<file path="config.mk">
export PLATFORM = sky130hd
export DESIGN_NAME = dtc_sweep_capture
export DESIGN_NICKNAME = d
export VERILOG_FILES = /design/src/rtl/dtc_pkg.sv /design/src/rtl/dtc_sweep_capture_sync_ff.sv /design/src/rtl/dtc_sweep_capture.sv
export SDC_FILE = /design/constraint.sdc
export NUM_CORES = 1
export LEC_CHECK = 0
export CAP_MARGIN = 40
export CORE_MARGIN = 5
export CORE_UTILIZATION = 26
export DETAILED_ROUTE_END_ITERATION = 8
export GPL_ROUTABILITY_DRIVEN = 0
export GPL_TIMING_DRIVEN = 1
export MAX_ROUTING_LAYER = met4
export PLACE_DENSITY = 0.42
export SYNTH_ARGS = -nofsm -noshare
export SYNTH_HDL_FRONTEND = slang
export SYNTH_SLANG_ARGS = --single-unit
</file>
<file path="constraint.sdc">
create_clock -name clk -period 5.6 [get_ports clk]
set_input_delay 1.12 -clock clk [delete_from_list [all_inputs] [get_ports clk]]
set_output_delay 1.12 -clock clk [all_outputs]
set_load 0.005 [all_outputs]
</file>
<file path="src/rtl/dtc_pkg.sv">
// Shared types and constants for the DTC sweep capture block.
package dtc_pkg;

  typedef enum logic [0:0] {
    WAIT_START,
    SWEEP
  } state_t;

  // One-hot-ish step encoding driven by the upstream sweep generator.
  localparam logic [3:0] PAT_STEP0 = 4'b0000;
  localparam logic [3:0] PAT_STEP1 = 4'b0001;
  localparam logic [3:0] PAT_STEP2 = 4'b0010;
  localparam logic [3:0] PAT_STEP3 = 4'b0100;
  localparam logic [3:0] PAT_STEP4 = 4'b1000;

  localparam logic [2:0] LAST_STEP  = 3'd4;
  localparam logic [2:0] CODE_NOHIT = 3'd5;
  localparam int         NUM_BINS   = 5;

  typedef struct packed {
    logic       ok;
    logic [2:0] step;
  } step_dec_t;

  function automatic step_dec_t decode_step(input logic [3:0] pat);
    step_dec_t r;
    r.ok   = 1'b1;
    r.step = 3'd0;
    case (pat)
      PAT_STEP0: r.step = 3'd0;
      PAT_STEP1: r.step = 3'd1;
      PAT_STEP2: r.step = 3'd2;
      PAT_STEP3: r.step = 3'd3;
      PAT_STEP4: r.step = 3'd4;
      default:   r.ok   = 1'b0;
    endcase
    return r;
  endfunction

endpackage

</file>
<file path="src/rtl/dtc_sweep_capture_sync_ff.sv">
// Multi-flop synchronizer for the asynchronous comparator hit.
module sync_ff #(
  parameter int STAGES = 2
) (
  input  logic clk,
  input  logic rst,
  input  logic din,
  output logic dout
);

  logic [STAGES-1:0] sync_q;

  always_ff @(posedge clk) begin
    if (rst) sync_q <= '0;
    else     sync_q <= {sync_q[STAGES-2:0], din};
  end

  assign dout = sync_q[STAGES-1];

endmodule

</file>
<file path="src/rtl/dtc_sweep_capture.sv">
// Captures the first DTC step that produced a comparator hit in each 0..4 sweep.
// Optional per-code hit histogram enabled by defining DTC_CAP_HIST_EN.
module dtc_sweep_capture
  import dtc_pkg::*;
#(
  parameter int SYNC_STAGES = 2,
  parameter int CNT_W       = 8
) (
  input  logic                  clk,
  input  logic                  rst,
  input  logic [3:0]            d,
  input  logic                  hit_async,
  output logic                  res_valid,
  input  logic                  res_ready,
  output logic [2:0]            res_code,
  output logic                  pat_err,
  output logic                  seq_err,
  output logic                  ovf_err
`ifdef DTC_CAP_HIST_EN
  ,
  output logic [5*CNT_W-1:0]    hist_bin
`endif
);

  logic                   hit_sync;
  logic [3:0]             d_pipe [SYNC_STAGES];
  logic [SYNC_STAGES-1:0] v_pipe;

  sync_ff #(.STAGES(SYNC_STAGES)) u_hit_sync (
    .clk  (clk),
    .rst  (rst),
    .din  (hit_async),
    .dout (hit_sync)
  );

  // NOTE: only the valid bits need reset; the d data flops are qualified by them.
  always_ff @(posedge clk) begin
    if (rst) v_pipe <= '0;
    else     v_pipe <= {v_pipe[SYNC_STAGES-2:0], 1'b1};
    d_pipe[0] <= d;
    for (int i = 1; i < SYNC_STAGES; i++) d_pipe[i] <= d_pipe[i-1];
  end

  state_t    state;
  logic [2:0] first_hit;
  logic [2:0] prev_step;
  step_dec_t dec;
  logic      al_valid;
  logic      step_ok;
  logic      done;
  logic      load;
  logic [2:0] fh_next;

  assign al_valid = v_pipe[SYNC_STAGES-1];
  assign dec      = decode_step(d_pipe[SYNC_STAGES-1]);
  assign step_ok  = (dec.step == prev_step + 3'd1);
  assign done     = al_valid && dec.ok && (state == SWEEP) && step_ok && (dec.step == LAST_STEP);
  assign load     = done && (!res_valid || res_ready);

  always_comb begin
    fh_next = first_hit;
    if (hit_sync && first_hit == CODE_NOHIT) fh_next = dec.step;
  end

  always_ff @(posedge clk) begin
    if (rst) begin
      state     <= WAIT_START;
      first_hit <= CODE_NOHIT;
      prev_step <= 3'd0;
      pat_err   <= 1'b0;
      seq_err   <= 1'b0;
    end else if (al_valid) begin
      if (!dec.ok) begin
        pat_err <= 1'b1;
        state   <= WAIT_START;
      end else begin
        case (state)
          WAIT_START: begin
            if (dec.step == 3'd0) begin
              state     <= SWEEP;
              prev_step <= 3'd0;
              first_hit <= hit_sync ? 3'd0 : CODE_NOHIT;
            end
          end
          SWEEP: begin
            if (!step_ok) begin
              seq_err <= 1'b1;
              state   <= WAIT_START;
            end else if (dec.step == LAST_STEP) begin
              // Back to idle immediately so a step 0 next cycle starts a new sweep.
              state <= WAIT_START;
            end else begin
              prev_step <= dec.step;
              first_hit <= fh_next;
            end
          end
        endcase
      end
    end
  end

  always_ff @(posedge clk) begin
    if (rst) begin
      res_valid <= 1'b0;
      res_code  <= 3'd0;
      ovf_err   <= 1'b0;
    end else if (done) begin
      if (load) begin
        res_valid <= 1'b1;
        res_code  <= fh_next;
      end else begin
        ovf_err <= 1'b1;
      end
    end else if (res_ready) begin
      res_valid <= 1'b0;
    end
  end

`ifdef DTC_CAP_HIST_EN
  logic [CNT_W-1:0] bins [NUM_BINS];

  always_ff @(posedge clk) begin
    if (rst) begin
      for (int k = 0; k < NUM_BINS; k++) bins[k] <= '0;
    end else if (load && fh_next < CODE_NOHIT) begin
      if (bins[fh_next] != '1) bins[fh_next] <= bins[fh_next] + CNT_W'(1);
    end
  end

  for (genvar k = 0; k < NUM_BINS; k++) begin : g_hist
    assign hist_bin[k*CNT_W +: CNT_W] = bins[k];
  end
`endif

endmodule

</file>
==> results.txt, run 1 <==
* Result of the run: finished, final reports clean
* Final HPWL from detailed placement: 1640 um
* Clock power share: 42.3%
* Post-route design area: approximately 0.0013 sq mm
- Number of violations reported at the end of detailed-routing iteration 0: 45
- The repair_antennas step left the layout with diodes totalling 0.
* Net Count, Synth: 126
- Fraction of synthesis flops using an asynchronous set or reset pin: 0%
* CTS Buf Count: 3
- Final setup margin: 3.30 ns
* Slew at the pin closest to its max-slew limit: ~0.53 ns
- The critical path is of the reg2reg type.
- Entering global routing, the biggest net connects 16 pins.
* Fin Hold WS: 0.336 ns
* Power Total: 372 uW
- Gate Count Post-Synth: 117
- Num rows: 23
- The multi-input combinational cells in the finished layout cover a total of between 400 and 500 sq um.
- Across every metal layer, demand over resource in global routing totals 9.08%.
- Counting flops and latches in the post-synthesis netlist gives 26.
- Critical path's largest stage delay: 0.49 ns
- After filler insertion, the fill cell instance count of the layout stands at 423.
- Cells fill 32.8% of the core in the end.
- DR WL/cell: 12.3 um
* Total vias in the final route: between 800 and 900
- Wires add up to 2210 um.
* Number of synthesized flops with an enable pin: 0
- Buffers added to address setup during post-CTS repair amount to 0.
- In the synthesized netlist the dominant register cell turns out to be dfxtp_1.
- Final ANT Viol Nets: 0
* Post-synthesis cell type count: 34
* Hold Fails Final Rpt: 0
- Summing all placed instances gives a cell area of 0.00124 sq mm.
- Rel. slew slack: between 60% and 70%
- Detailed routing placed a total of 1010 um of wire on met2.
- Final Max Tran Viols: 0
- Number of antenna violations at the first check in global routing: 0
* Uppermost routed layer: met4
- Comb power frac: 5.1%
* # nets final: between 100 and 150
* Internal power: 296 uW
- Pre-antenna DRT Iters: 4
* Relative contribution of sequential cells to total power: between 50% and 60%
- Required time reported for the critical path endpoint: about 5.8 ns
- Slowest cell on crit path: or4b_1
* Non-Filler Instances: 179
- The clock reaches the later pin of the worst-skew pair after between 0.2 and 0.3 ns.
* Path type of the worst min-delay path: reg2reg
* Synthesis warning total: 0
* Initial core utilization: 26.9%
* Portion of the post-synthesis area used by sequential elements: between 40% and 50%
- Traced cell by cell, the critical path runs through ha_1 -> or4b_1 -> a21o_1 -> nand3_1 -> and2_1 -> mux2i_1.
- TritonCTS built the clock tree.
- In the finished design, the share of the clock period the worst path needs comes to 41.0%.
- Synthesis-to-layout area growth: 22.0%
* Minimum period implied by the final worst setup slack: 2.30 ns
* Wire length of the first global-routing pass: 3660 um
- Using the TritonRoute via totals, the vias-per-cell ratio works out to 4.47.
* Share of final-layout standard cells stronger than drive strength 1: under 10%
- At the placement stage, the worst setup path has a slack of 3.13 ns.
- Critical Path Fanout Max: 7
* Worst clock skew on the final layout: 0.00396 ns
- In this run the tool buffered the top-level ports with 14 buffer cells.
- Number of global-route vias before repair: 795
- The synthesized netlist occupies a cell area of between 0.001 and 0.0015 sq mm.
* Switching pwr: 76.0 uW
* I/O pin count: 15
- The core region is 0.00400 sq mm.
* Number of buffers inserted for hold repair after clock tree synthesis: 0
* VDD IR max: 0.000208 V
- Setup repair after global routing left no endpoint under its margin.
- Counting every sink on the clock net gives 26.
- For this run, design rule violations remaining after detail routing come to 0.
- The kind of cell with the highest combined delay along the critical path is simple AND/OR/NAND/NOR gates.
- Summing all flip-flop and latch instances after layout gives 520 sq um.
- Total grt overflow: 0
- Final number of setup-violating endpoints: 0
* Routed met1 length: 1090 um
- Summed over all failing endpoints, the final setup total negative slack is 0 ns.
- Together, buffers and inverters on the worst path number 0.
* Total length of routed met3 wires: 88 um
* Power per cell area: 284 mW/mm^2
- Clock-pin slew reported for the worst setup and hold paths after clock tree synthesis: 0.09 ns
- Overall die width: between 70 and 80 um
- CTS Root Buffer Type: clkbuf_8
* Worst setup SP type: flop
- Fmax: approximately 0.44 GHz
- The clock passes through at most 2 buffers.
* Avg Synthesized Cell Area: about 9 sq um
- In this run the static leakage power is 0.474 nW.
* Number of H-tree levels: 1
- Count of maximum capacitance violations: 0
* Arrival time at the worst endpoint: 2.51 ns
* Number of gates given a new drive strength after cts: 0
- Category of the worst setup path capture point: flop
- The die covers 0.00552 sq mm.
- Vert. Die Dim: 74.3 um
* Count of placed standard cells including taps: 175
* Net switching share of the total power: 20.4%
cell usage after synthesis (2+ instances only):
| cell | count | area share (%) |
|---|---|---|
| dfxtp_1 | 26 | 48 |
| nor2_1 | 16 | 5.6 |
| a21oi_1 | 9 | 4.2 |
| nand2_1 | 9 | 3.1 |
| inv_1 | 5 | 1.7 |
| mux2i_1 | 4 | 3.7 |
| nor2b_1 | 4 | 2.3 |
| xnor2_1 | 4 | 3.3 |
| a31oi_1 | 3 | 1.7 |
| buf_2 | 3 | 1.4 |
| nor3_1 | 3 | 1.4 |
| o21ai_1 | 3 | 1.4 |
| a211oi_1 | 2 | 1.4 |
| nand4_1 | 2 | 1.2 |
| nor3b_1 | 2 | 1.4 |
| o21ai_0 | 2 | 0.93 |
| o31a_1 | 2 | 1.6 |
| or3_1 | 2 | 1.2 |
power groups by stage:
| stage | combinational (mW) | clock (mW) | sequential, mW |
|---|---|---|---|
| 3_3_place_gp | 0.0192 | 0 | 0.200 |
| 4_1_cts | 0.0194 | 0.161 | 0.196 |
| 6_report | 0.0191 | 0.158 | 0.196 |
| 3_5_place_dp | 0.0193 | 0 | 0.200 |
| 5_1_grt | 0.0214 | 0.169 | 0.197 |
| 2_1_floorplan | 0.0154 | 0 | 0.196 |
cells by family after synthesis:
kind of cell	synth area share, %
compound gates	17.3
xor+xnor	3.26
fa+ha+maj	2.10
buf+inv	5.24
flops	48.4
mux	3.73
simple gates	19.9
cell usage in the layout (no fill, tap or decap), types with 4 or more instances in the layout:
| master | count |
|---|---|
| a21oi_1 | 9 |
| clkdlybuf4s50_1 | 14 |
| dfxtp_1 | 26 |
| inv_1 | 5 |
| mux2i_1 | 4 |
| nand2_1 | 9 |
| nor2_1 | 16 |
| nor2b_1 | 4 |
| xnor2_1 | 4 |
worst paths after layout:
check,from,to,depth (start not counted),slack [ns]
setup / recovery,prev_step[0]$_SDFFE_PP0P_,first_hit[1]$_SDFFE_PP0P_,6,3.30
hold / removal,d_pipe[0][1]$_DFF_P_,d_pipe[0][5]$_DFF_P_,0,0.34
setup reg to reg,prev_step[0]$_SDFFE_PP0P_,first_hit[1]$_SDFFE_PP0P_,6,3.30
hold reg to reg,d_pipe[0][1]$_DFF_P_,d_pipe[0][5]$_DFF_P_,0,0.34
state kept, by name, summed over array words and instances, names as in the netlist, 2 cells and up:
name / count
first_hit: 3
res_code: 3
v_pipe: 2
prev_step: 3
d_pipe: 8
u_hit_sync.sync_q: 2
routing by layer:
metal | up-vias | global-route usage, %
li1 | 426 | -
met3 | 2 | 3.24
met2 | 10 | 13.9
met1 | 363 | 11.4
met4 | 0 | 2.37
met5 | - | -
layout make-up:
class,count,share of cell area [%]
clock buffer,3,3.15
clock inverter,1,2.29
inverter,5,1.43
multi-input combinational,80,38.0
sequential,26,39.7
tap,50,4.77
timing repair buffer,14,10.7
Note: power is estimated with default switching activity, not from simulation.
==> inputs of run 2 (changes only) <==
- clock period: 5.6 -> 2.2 ns (I/O delays scaled with it)
==> run 2 against run 1 <==
Net effect: die area unchanged; sequential power grew to 2.5 times the previous value; first-iteration DRC count down 38%; clock-buffer cell count up 1; wire length unchanged; clock skew grew 0.0020 ns; global-route usage is 0.15 points lower; largest power group unchanged.
==> results.txt, run 2 (synthesis results as in run 1) <==
- Portion of the clock cycle consumed by the worst path in the final layout: ~94%
- Total negative slack: 0 ns
- Clock power share: a little over a third
- Dividing the detail-routed via count by the number of cells gives 4.58.
- Wire length of the first global-routing pass: between 3000 and 4000 um
- The number of antenna violations at the first check in global routing is 0.
* Number of clock sinks: 26
* # nets final: 142
* Arrival time at the worst endpoint: 2.23 ns
- After clock tree synthesis, the clock-pin slew on the worst setup and hold paths is 0.09 ns.
- STA puts the critical path data required time at 2.37 ns.
- Num rows: 23
* Synthesis-to-layout area growth: 22.7%
* Lkg Pwr: 0.482 nW
- GRT Overall Usage: 8.93%
- Critical path launch point: prev_step[0]$_SDFFE_PP0P_
- The final number of max-transition violations came to 0.
- STA classifies the critical path endpoint as a flop.
* Minimum period implied by the final worst setup slack: 2.07 ns
- Number of buffers inserted for hold repair after clock tree synthesis: 0
- In this run the worst setup path terminates at res_code[0]$_SDFFE_PP0P_.
* Commonest cells after routing, fill and taps aside: dfxtp_1, nor2_1, clkdlybuf4s50_1
* Power per cell area: between 600 and 700 mW/mm^2
- Sequential cell area in the final layout: 520 sq um
- IR analysis of the VDD net gives a maximum drop of 0.000170 V.
- Overall die width: 74.3 um
- Setup slack on the critical path of the routed design comes to around 0.13 ns.
- The total overflow left after global routing is 0.
- Entering global routing, the biggest net connects 15 pins.
- Switching pwr: 176 uW
- TritonCTS built the clock tree.
* Hold Fails Final Rpt: 0
- Number of global-route vias before repair: ~830
- The routed layout has 834 vias.
* Number of flip-flops under the largest register name: 8
- Unrepaired setup endpoints after global routing: false
- Clock latency reported for the late side of the worst-skew pair: 0.26 ns
- Count of placed standard cells including taps: 178
- After legalization and detailed placement, the total HPWL measured 1700 um.
- In the final layout, the multi-input gates occupy 499 sq um.
* CP Class: reg2reg
- Final ANT Viol Nets: 0
* Worst clock skew on the final layout: 0.00600 ns
- Slew at the pin closest to its max-slew limit: 0.381 ns
- In the routed design, unresolved DRC markers number 0.
- Path type of the worst min-delay path: reg2reg
- Total power for the finished layout comes to 847 uW.
* Pre-antenna DRT Iters: 4
- After floorplanning, the core was sized to cover 0.00400 sq mm.
- Critical Path Fanout Max: 5
- The finished cells cover about 0.0013 sq mm.
- Net switching is 20.7% of the power.
- Port buffering added 14 buffers.
- The endpoint identified for the worst register-to-register timing path is res_code[0]$_SDFFE_PP0P_.
- In this run the register-to-register setup slack is 0.13 ns.
- Per report_power, the sequential group accounts for 58.8% of the total.
- Worst reg2reg startpoint: prev_step[0]$_SDFFE_PP0P_
- Buffer levels on the longest clock path: 2
- The floorplan step defined a die boundary enclosing 0.00552 sq mm.
- The worst hold path passes through 0 cells.
- Number of inserted filler cells in the final layout: 417
* Critical path's largest stage delay: 0.47 ns
- Register name with the most flops: d_pipe
- Internal power: 672 uW
- 15 I/O pins were placed.
* Setup Slack @ Placement: 0.112 ns
* CTS Root Buffer Type: clkbuf_8
- Initial core utilization: 26.9%
- Comb power frac: 6.0%
- Count of buffers added by post-CTS timing repair for setup: 0
- CTS Buf Count: 3
- Number of H-tree levels: 1
- Cells with a size suffix above 1 make up 7.58% of the layout.
* Number of violations reported at the end of detailed-routing iteration 0: 28
- Number of diodes: 0
- Most common library cell in the layout ignoring fill and taps: dfxtp_1
- Fmax: 0.484 GHz
- Number of cell instances on the worst register-to-register path: 6
- Non-Filler Instances: 182
- Routed wire length: 2210 um
- Result of the run: finished, final reports clean
- Traced cell by cell, the critical path runs through ha_1 -> or4b_1 -> a21o_1 -> a211oi_4 -> mux2i_1 -> nor2_1.
- From bottom edge to top edge, the die measures approximately 74 um.
- Post-detailed-placement cell area: 0.00126 sq mm
* Slowest cell on crit path: or4b_1
- The worst pin sits at a relative slew slack of 74.4%.
- Setup violations remaining at the end of the flow were counted as 0.
* Worst setup SP type: flop
- In the final routed layout, each cell accounts on average for 12.1 um.
- Across the run, the number of max-cap violations was 0.
## run 2: cell count changes in the layout (fill, tap and decap cells not counted), sizes merged
| cell | change |
|---|---|
| buf | +3 |
| bufinv | -1 |
| clkbuf | +1 |
## run 2: power groups by stage
stage	Sequential (mW)	Combinational, mW	Clock [mW]
finish	0.498	0.0509	0.298
global placement	0.509	0.0511	0
CTS	0.498	0.0518	0.313
detailed placement	0.509	0.0515	0
global route	0.501	0.0568	0.334
floorplan	0.498	0.0393	0
## run 2: worst min path at each step
stage	slack (ns)	endpoint	from
finish	0.33	d_pipe[0][4]$_DFF_P_	d_pipe[0][0]$_DFF_P_
global route	0.34	d_pipe[0][6]$_DFF_P_	d_pipe[0][2]$_DFF_P_
CTS	0.33	d_pipe[0][6]$_DFF_P_	d_pipe[0][2]$_DFF_P_
detailed placement	0.31	d_pipe[0][4]$_DFF_P_	d_pipe[0][0]$_DFF_P_
global placement	0.31	d_pipe[0][6]$_DFF_P_	d_pipe[0][2]$_DFF_P_
floorplan	0.31	d_pipe[0][4]$_DFF_P_	d_pipe[0][0]$_DFF_P_
## run 2: timing repair
action	4_1_cts	5_1_grt
hold endpoints to repair	0	0
setup endpoints to repair	0	1
resized for setup	0	1
## run 2: cell type report
cell class	count	share of cell area [%]
Multi-Input combinational cell	80	37.9
Timing Repair Buffer	17	12.3
Clock buffer	4	4.17
Tap cell	50	4.74
Inverter	5	1.42
Sequential cell	26	39.5
## run 2: routing by layer
| layer | global-route usage (%) | up-vias | share of wire [%] |
|---|---|---|---|
| met2 | 15.1 | 9 | 49 |
| met1 | 10.5 | 389 | 47 |
| met4 | 3.56 | 0 | 0.91 |
| met5 | - | - | 0 |
| li1 | - | 434 | - |
| met3 | 1.62 | 2 | 2.4 |
## run 2: critical path: cells and delay by family, from the launching register on
kind	cells	cell delay, ns
AND/OR/NAND/NOR	2	0.52
multiplexers	1	0.23
AO/OA/AOI/OAI	2	0.56
adder cells (fa/ha/maj)	1	0.34
flip-flops	1	0.32
## run 2: stage by stage
step / utilization (%) / hold slack (ns)
floorplan: - / 0.310
finish: 33.0 / 0.332
CTS: 32.9 / 0.332
global route: 33.0 / 0.340
global placement: 31.6 / 0.312
detailed placement: 31.6 / 0.312
==> inputs of run 3 (changes only) <==
- SYNTH_HIERARCHICAL: default -> 1
- clock period: 2.2 -> 2.3 ns (I/O delays scaled with it)
==> run 3 against run 2 <==
Net effect: combinational power grew 6.1%; non-clock buffer count shrank 1; design area grew 5.6%; core utilization shrank 0.99 points; largest cell class is now multi-input combinational cells.
==> results.txt, run 3 <==
* Total grt overflow: 0
- Critical path cell sequence: nand2b_1 -> o22ai_1 -> a21oi_2 -> a21oi_2 -> or3_1 -> a21oi_1
- Number of flip-flops under the largest register name: 8
* Maximum number of pins on one net before global-route repair: 15
- Of the cells placed in the final design, the portion with a size suffix greater than 1 is a little over an eighth.
* Number of antenna violations at the first check in global routing: 0
- Counting stages on the worst path, the most repeated cell is a21oi_2.
- Summed over all failing endpoints, the final setup total negative slack is 0 ns.
- Counting flops and latches in the post-synthesis netlist gives 26.
* Vert. Die Dim: 77.2 um
- Setup repair after global routing left no endpoint under its margin.
- The run finished with clean final reports.
- The die covers 0.00596 sq mm.
- CTS tree: built
* Slowest cell on crit path: dfxtp_1
- Initial core utilization: between 20% and 30%
* Overall die width: 77.2 um
* Count of maximum capacitance violations: 0
- Net Count, Synth: 125
* Synth cell count leaders: dfxtp_1, nor2_1, a21oi_1
- The library cell used most frequently in the layout, excluding fill and tap cells, is dfxtp_1.
- Final HPWL from detailed placement: 1780 um
* Num rows: 24
- Summing over every cut layer, the via total after detailed routing is between 800 and 900.
- The critical path in this run is classified as reg2reg.
- Number of synthesized flops with an enable pin: 0
* Avg Synthesized Cell Area: 10.1 sq um
- Worst setup SP type: flop
* Count of buffers added by post-CTS timing repair for setup: 0
- Pre-antenna DRT Iters: 4
- Synthesis produced 116 cells.
* Critical path's largest stage delay: 0.61 ns
- The final hold violation count was 0.
- In the finished design, the share of the clock period the worst path needs comes to 81.9%.
- Synthesis warning total: 6
- For this design the static power due to leakage is about 0.46 nW.
* I/O pin count: 15
- CTS Buf Count: 3
- Power spread over the standard cell area amounts to 594 mW/mm^2.
- The largest total area in the synthesized netlist belongs to dfxtp_1.
- Sorting the synthesized cells by area gives the leading types as dfxtp_1, nor2_1, mux2i_1, a21oi_1, nand4_1.
* Rel. slew slack: 70.4%
- At the worst endpoint, the arrival time is 2.09 ns.
- CTS Root Buffer Type: clkbuf_8
* Number of diodes: 0
- In this run, post-CTS repair resized a total of 0 instances.
* Area of the core region: 0.00435 sq mm
- Required time reported for the critical path endpoint: 2.51 ns
* Clock-pin slew reported for the worst setup and hold paths after clock tree synthesis: 0.09 ns
- The detailed router finished its first iteration with 35 violations.
- After synthesis, flip-flops and latches occupy 44.3% of the total area.
- Number of H-tree levels: 1
* Fraction of synthesis flops using an asynchronous set or reset pin: 0%
- In the final routed layout, each cell accounts on average for 12.6 um.
- Most common flop cell mapped by yosys: dfxtp_1
* Category of the worst setup path capture point: flop
* Detailed-route DRC error count: 0
* Worst clock skew on the final layout: about 0.0082 ns
- The worst-case IR drop observed on VDD is 0.000489 V.
- The share of synthesized area in the top cell type comes to 44.3%.
- Counting flops per register, the top entry is d_pipe.
- In the final design database the tool counted 139 nets.
* Number of buffer cells added on primary ports: 14
- Clock latency reported for the late side of the worst-skew pair: 0.27 ns
- Final Max Tran Viols: 0
- Slew at the pin closest to its max-slew limit: 0.442 ns
- Library cell with the highest instance count after synthesis: dfxtp_1
* Number of clock sinks: 26
- Path type of the worst min-delay path: reg2reg
* Cell area after technology mapping: 0.00117 sq mm
* Routed wire length: 2290 um
* Number of buffers inserted for hold repair after clock tree synthesis: 0
- From synthesis to final layout, the design area changed by 18.7%.
- Commonest cells after routing, fill and taps aside: dfxtp_1, nor2_1, clkdlybuf4s50_1
- Final ANT Viol Nets: 0
- Hold is met by 0.325 ns.
- In the routed layout, each cell is associated on average with a via count of 4.71.
* Post-synthesis cell type count: 39
* Number of global-route vias before repair: between 700 and 800
- Minimum period implied by the final worst setup slack: between 1.5 and 2 ns
* Buffer levels on the longest clock path: 2
* GRT Overall Usage: approximately 8.0%
- Derived from the worst setup path, the maximum achievable clock frequency is 0.531 GHz.
- Critical Path Fanout Max: 11
- Setup violations remaining at the end of the flow were counted as 0.
- The first global-routing pass estimated 3760 um of wire.
==> run 3: cell types whose count changed after synthesis, moves of 2 or more <==
cell and delta:
inv_1 -2, nand4_1 +3, a31oi_1 -2, a21oi_2 +2, buf_2 -3, o21ai_0 -2
xnor2_1 -2, nand2b_1 +4, nand2_1 -6, clkbuf_1 +2
==> run 3: routing by layer <==
layer / up-vias / share of wire [%] / track usage (%)
met5: - / 0 / -
met2: 11 / 49 / 13.2
met1: 406 / 47 / 9.42
met4: 0 / 0.83 / 2.06
met3: 2 / 3.5 / 2.46
li1: 433 / - / -
==> run 3: path summary, 6_finish.rpt <==
path / endpoint / slack (ns) / cells after the start / from
setup / recovery: seq_err$_SDFFE_PP0P_ / 0.42 / 6 / d_pipe[0][6]$_DFF_P_
hold / removal: d_pipe[0][7]$_DFF_P_ / 0.33 / 0 / d_pipe[0][3]$_DFF_P_
setup reg to reg: seq_err$_SDFFE_PP0P_ / 0.42 / 6 / d_pipe[0][6]$_DFF_P_
hold reg to reg: d_pipe[0][7]$_DFF_P_ / 0.33 / 0 / d_pipe[0][3]$_DFF_P_
==> run 3: cell families after synthesis <==
| group | Yosys count | synth area share [%] |
|---|---|---|
| simple gates | 43 | 21.2 |
| flops | 26 | 44.3 |
| compound gates | 25 | 16.4 |
| buf+inv | 10 | 5.76 |
| mux | 5 | 4.26 |
| xor+xnor | 4 | 5.22 |
| fa+ha+maj | 3 | 2.77 |
==> run 3: cell type report <==
| class | count | area [sq um] |
|---|---|---|
| multi-input cells | 80 | 586 |
| inverters | 3 | 11.3 |
| clock buffers | 4 | 55.1 |
| flip-flops and latches | 26 | 520 |
| fillers | 436 | 2960 |
| repair buffers | 16 | 155 |
| well taps | 52 | 65.1 |
==> run 3: report_power, final <==
group | switching, mW | internal (mW) | total [mW] | leakage (nW)
registers | 0.0158 | 0.462 | 0.478 | 0.214
logic | 0.0238 | 0.0302 | 0.0540 | 0.218
clock network | 0.142 | 0.153 | 0.295 | 0.0288
==> run 3: stage by stage <==
stage	area (sq um)	util, %	total power [mW]	setup slack (ns)	instances
after global routing	1390	32.0	0.868	0.308	181
after floorplan	1170	-	0.525	0.538	116
after detailed placement	1340	30.7	0.543	0.315	177
after CTS	1390	32.0	0.846	0.393	181
final	1390	32.0	0.827	0.415	181
after global placement	1340	30.7	0.543	0.417	177
==> run 3: worst max-delay path, delay by kind of cell (launching register included) <==
family           cells  cell delay, ns
AO/OA/AOI/OAI        4            0.66
flip-flops           1            0.61
AND/OR/NAND/NOR      2            0.55
==> RTL change 1: new RTL, config.mk and constraints of run 2 <==
The parameter `SYNC_STAGES` goes from 2 to 4.
--- a/src/rtl/dtc_sweep_capture.sv
+++ b/src/rtl/dtc_sweep_capture.sv
@@ -4,5 +4,5 @@
   import dtc_pkg::*;
 #(
-  parameter int SYNC_STAGES = 2,
+  parameter int SYNC_STAGES = 4,
   parameter int CNT_W       = 8
 ) (
Check against the original RTL: not equivalent (Yosys sat finds a counterexample within 4 cycles, from zero or initial values and one cycle with rst high).
==> RTL change 1 against run 2 <==
- largest cell class unchanged
- design area rose by 31%
- sequential power rose by 46%
- sequential cell count rose by 12
- setup slack improved by 200 ps
- synthesized area rose by 32%
- largest power group unchanged
- power rose by 62%
- wire length rose by 15%
- cell count rose by 20%
==> RTL change 1: results (changes against run 2) <==
[min_path]
min_from = d_pipe[1][3]  ; was d_pipe[0][0]

[grt]
first_global_vias = 879  ; was 828
grt_use_total = 0.0809  ; was 0.0893
grt_pass1_wl_um = 4300  ; was 3690 µm
grt_max_degree = 14  ; was 15

[setup_path]
slowest_stage = nor4b_4  ; was or4b_1
worstPathMaxFanout = 13  ; was 5
cp.arrival_ps = 2080  ; was 2230 ps
critPathMaxStageDelay_ps = 500  ; was 470 ps
cp-startpoint = d_pipe[3][0]  ; was prev_step[0]

[finish]
final_layout_size_suffix_gt1_frac = 0.171  ; was 0.0758
nNetsFinal = 155  ; was 142
fillers = 555  ; was 417

[run_status]
status = completed  ; unchanged

[synth]
ys_top_cells_by_count = dfxtp_1 (38), nor2_1 (11), a21oi_1 (9), nor2b_1 (8), mux2i_1 (5)  ; was dfxtp_1 (26), nor2_1 (16), a21oi_1 (9), nand2_1 (9), inv_1 (5)
ys_seq_area_frac = 0.534  ; was 0.484
synthDistinctLibCells = 42  ; was 34
synth_nets = 139  ; was 126

[clock_network]
clkLatencyLatePin_ps = 290  ; was 260 ps
cts_max_level = 2  ; was 1
cts_made_buffers = 5  ; was 3
clkTransAtPathRegs_ps = 70  ; was 90 ps

[route]
drt_iter0_markers = 35  ; was 28

[pwr]
leakagePower_uw = 0.000625  ; was 0.000482 µW
vdd_ir_drop_max_v = 0.000363  ; was 0.000170 V

[RTL change 1: cell types whose count changed after synthesis, moves of 4 or more]
cell	delta
dfxtp_1	+12
nand2_1	-5
nor2_1	-5
inv_1	-4
nor2b_1	+4
[RTL change 1: kinds of logic after synthesis]
logic type,after synthesis,synth area share
AND/OR/NAND/NOR,46,0.214
flip-flops,38,0.534
AO/OA/AOI/OAI,27,0.132
buffers and inverters,8,0.0395
multiplexers,5,0.0352
XOR/XNOR,4,0.0299
adder cells (fa/ha/maj),2,0.0158
[RTL change 1: worst register-to-register path: cells and delay by family (launching register included)]
family | cells | cell delay [ps]
flops | 1 | 470
mux | 1 | 200
xor+xnor | 1 | 150
simple gates | 4 | 970
[RTL change 1: per-stage QoR]
step / instances / instance area, µm²
floorplan: 130 / 1420
global placement: 211 / 1620
detailed placement: 211 / 1620
CTS: 218 / 1730
global route: 218 / 1730
finish: 218 / 1730
[RTL change 1: final timing paths]
| check | end | slack, ps |
|---|---|---|
| hold / removal | d_pipe[2][3] | 330 |
| setup reg to reg | first_hit[2] | 340 |
| hold reg to reg | d_pipe[2][3] | 330 |
| setup / recovery | first_hit[2] | 340 |
[RTL change 1: per-layer routing]
layer	wire, µm	up-vias	track usage
li1	-	480	-
met1	1240	426	0.104
met2	1090	15	0.105
met3	143	7	0.0346
met4	65	0	0.0439
met5	0	-	-
[RTL change 1: power breakdown]
part | leakage (µW) | switching [µW] | internal [µW]
registers | 0.000314 | 18.3 | 710
clock network | 0.0000573 | 228 | 362
logic | 0.000254 | 22.0 | 30.3
total | 0.000625 | 268 | 1100
[RTL change 1: final cells by class]
class,instances,area (µm²),area share
well taps,72,90.1,0.0521
multi-input cells,84,607,0.351
clock buffers,6,82.6,0.0478
repair buffers,16,155,0.0897
flip-flops and latches,38,761,0.440
clock inverters,1,30.0,0.0174
inverters,1,3.75,0.00217
==> RTL change 2: new RTL, config.mk and constraints of run 2 <==
Without the edit above. Register the output `seq_err` once more, without a reset; this adds one clock of latency there. The other outputs are not delayed to match.
--- a/src/rtl/dtc_sweep_capture.sv
+++ b/src/rtl/dtc_sweep_capture.sv
@@ -22,4 +22,6 @@
 `endif
 );
+
+  logic seq_err_s0;
 
   logic                   hit_sync;
@@ -69,5 +71,5 @@
       prev_step <= 3'd0;
       pat_err   <= 1'b0;
-      seq_err   <= 1'b0;
+      seq_err_s0 <= 1'b0;
     end else if (al_valid) begin
       if (!dec.ok) begin
@@ -85,5 +87,5 @@
           SWEEP: begin
             if (!step_ok) begin
-              seq_err <= 1'b1;
+              seq_err_s0 <= 1'b1;
               state   <= WAIT_START;
             end else if (dec.step == LAST_STEP) begin
@@ -133,4 +135,8 @@
 `endif
 
+  always_ff @(posedge clk) begin
+    seq_err <= seq_err_s0;
+  end
+
 endmodule
 
Check against the original RTL: not equivalent (a bounded check fails within 10 cycles, from zero or initial values and one cycle with rst high).
==> RTL change 2 against run 2 <==
- wire length fell by 0.72%
- count of clock-buffer cells in the layout did not move
- sequential share of layout area rose by 1.0 points
- synthesized area rose by 1.9%
- design area rose by 1.2%
- via count rose by 2.2%
- clock skew barely moved
- sequential cell count rose by 1
- setup slack improved by 22 ps
- power fell by 0.42%
- non-clock buffer count rose by 1
- die area rose by 1.6%
- critical endpoint is now res_code[1]
- largest cell class unchanged
- largest power group unchanged
==> RTL change 2: results (changes against run 2) <==
[run_status]
status = completed  ; unchanged

[setup_path]
cp.arrival_ps = 2210  ; was 2230 ps
worstPathMaxFanout = 4  ; was 5

[place]
place_hpwl_um = 1640  ; was 1700 µm
post-place-ws_ps = 159  ; was 112 ps
dp_cells = 180  ; was 178

[finish]
final_layout_size_suffix_gt1_frac = 0.0672  ; was 0.0758

[route]
viasPerCell = 4.63  ; was 4.58
wl_met1_um = 1090  ; was 1050 µm
wire_per_inst_um = 11.9  ; was 12.1 µm
drt_iter0_markers = 56  ; was 28
met3WireLength_um = 86  ; was 52 µm
met2_length_um = 993  ; was 1090 µm

[synth]
synth_nets = 127  ; was 126
syn_inst = 118  ; was 117
synthMuxAreaShare = 0.0366  ; was 0.0373
synth-compound-area-share = 0.170  ; was 0.173
synth_area_leaders = dfxtp_1 (49%), nor2_1 (5.5%), a21oi_1 (4.1%)  ; was dfxtp_1 (48%), nor2_1 (5.6%), a21oi_1 (4.2%)

[pwr]
vdd_ir_drop_max_v = 0.000259  ; was 0.000170 V

[sta]
fin_hold_ws_ps = 334  ; was 332 ps
worst_pin_slew_ps = 408  ; was 381 ps
clock_skew_ps = 6.31  ; was 6.00 ps
max_freq_ghz = 0.489  ; was 0.484 GHz

[grt]
use_met1 = 0.120  ; was 0.105
grt_pass1_wl_um = 3830  ; was 3690 µm
grt_use_total = 0.0915  ; was 0.0893
use_met3 = 0.0200  ; was 0.0162

[RTL change 2: path summary, 6_finish.rpt]
path / startpoint / end
worst max-delay path: prev_step[0] / res_code[1]
worst min-delay path: d_pipe[0][2] / d_pipe[0][6]
worst max register to register: prev_step[0] / res_code[1]
worst min register to register: d_pipe[0][2] / d_pipe[0][6]
[RTL change 2: critical path, stage by stage (launching register included)]
cell	delay [ps]
dfxtp_1	320
ha_1	300
or4b_1	460
a21o_1	230
a211oi_4	350
mux2i_1	220
nor2_1	60
[RTL change 2: power breakdown]
| part | total, µW | switching (µW) | internal, µW |
|---|---|---|---|
| Combinational | 50.7 | 22.0 | 28.7 |
| Clock | 277 | 147 | 130 |
| Sequential | 516 | 14.4 | 501 |
[RTL change 2: final cells by class]
cell class / count / area (µm²)
Sequential cell: 27 / 541
Fill cell: 443 / 2690
Clock buffer: 4 / 45.0
Timing Repair Buffer: 18 / 170
Multi-Input combinational cell: 80 / 498
Tap cell: 50 / 62.6
Inverter: 5 / 18.8
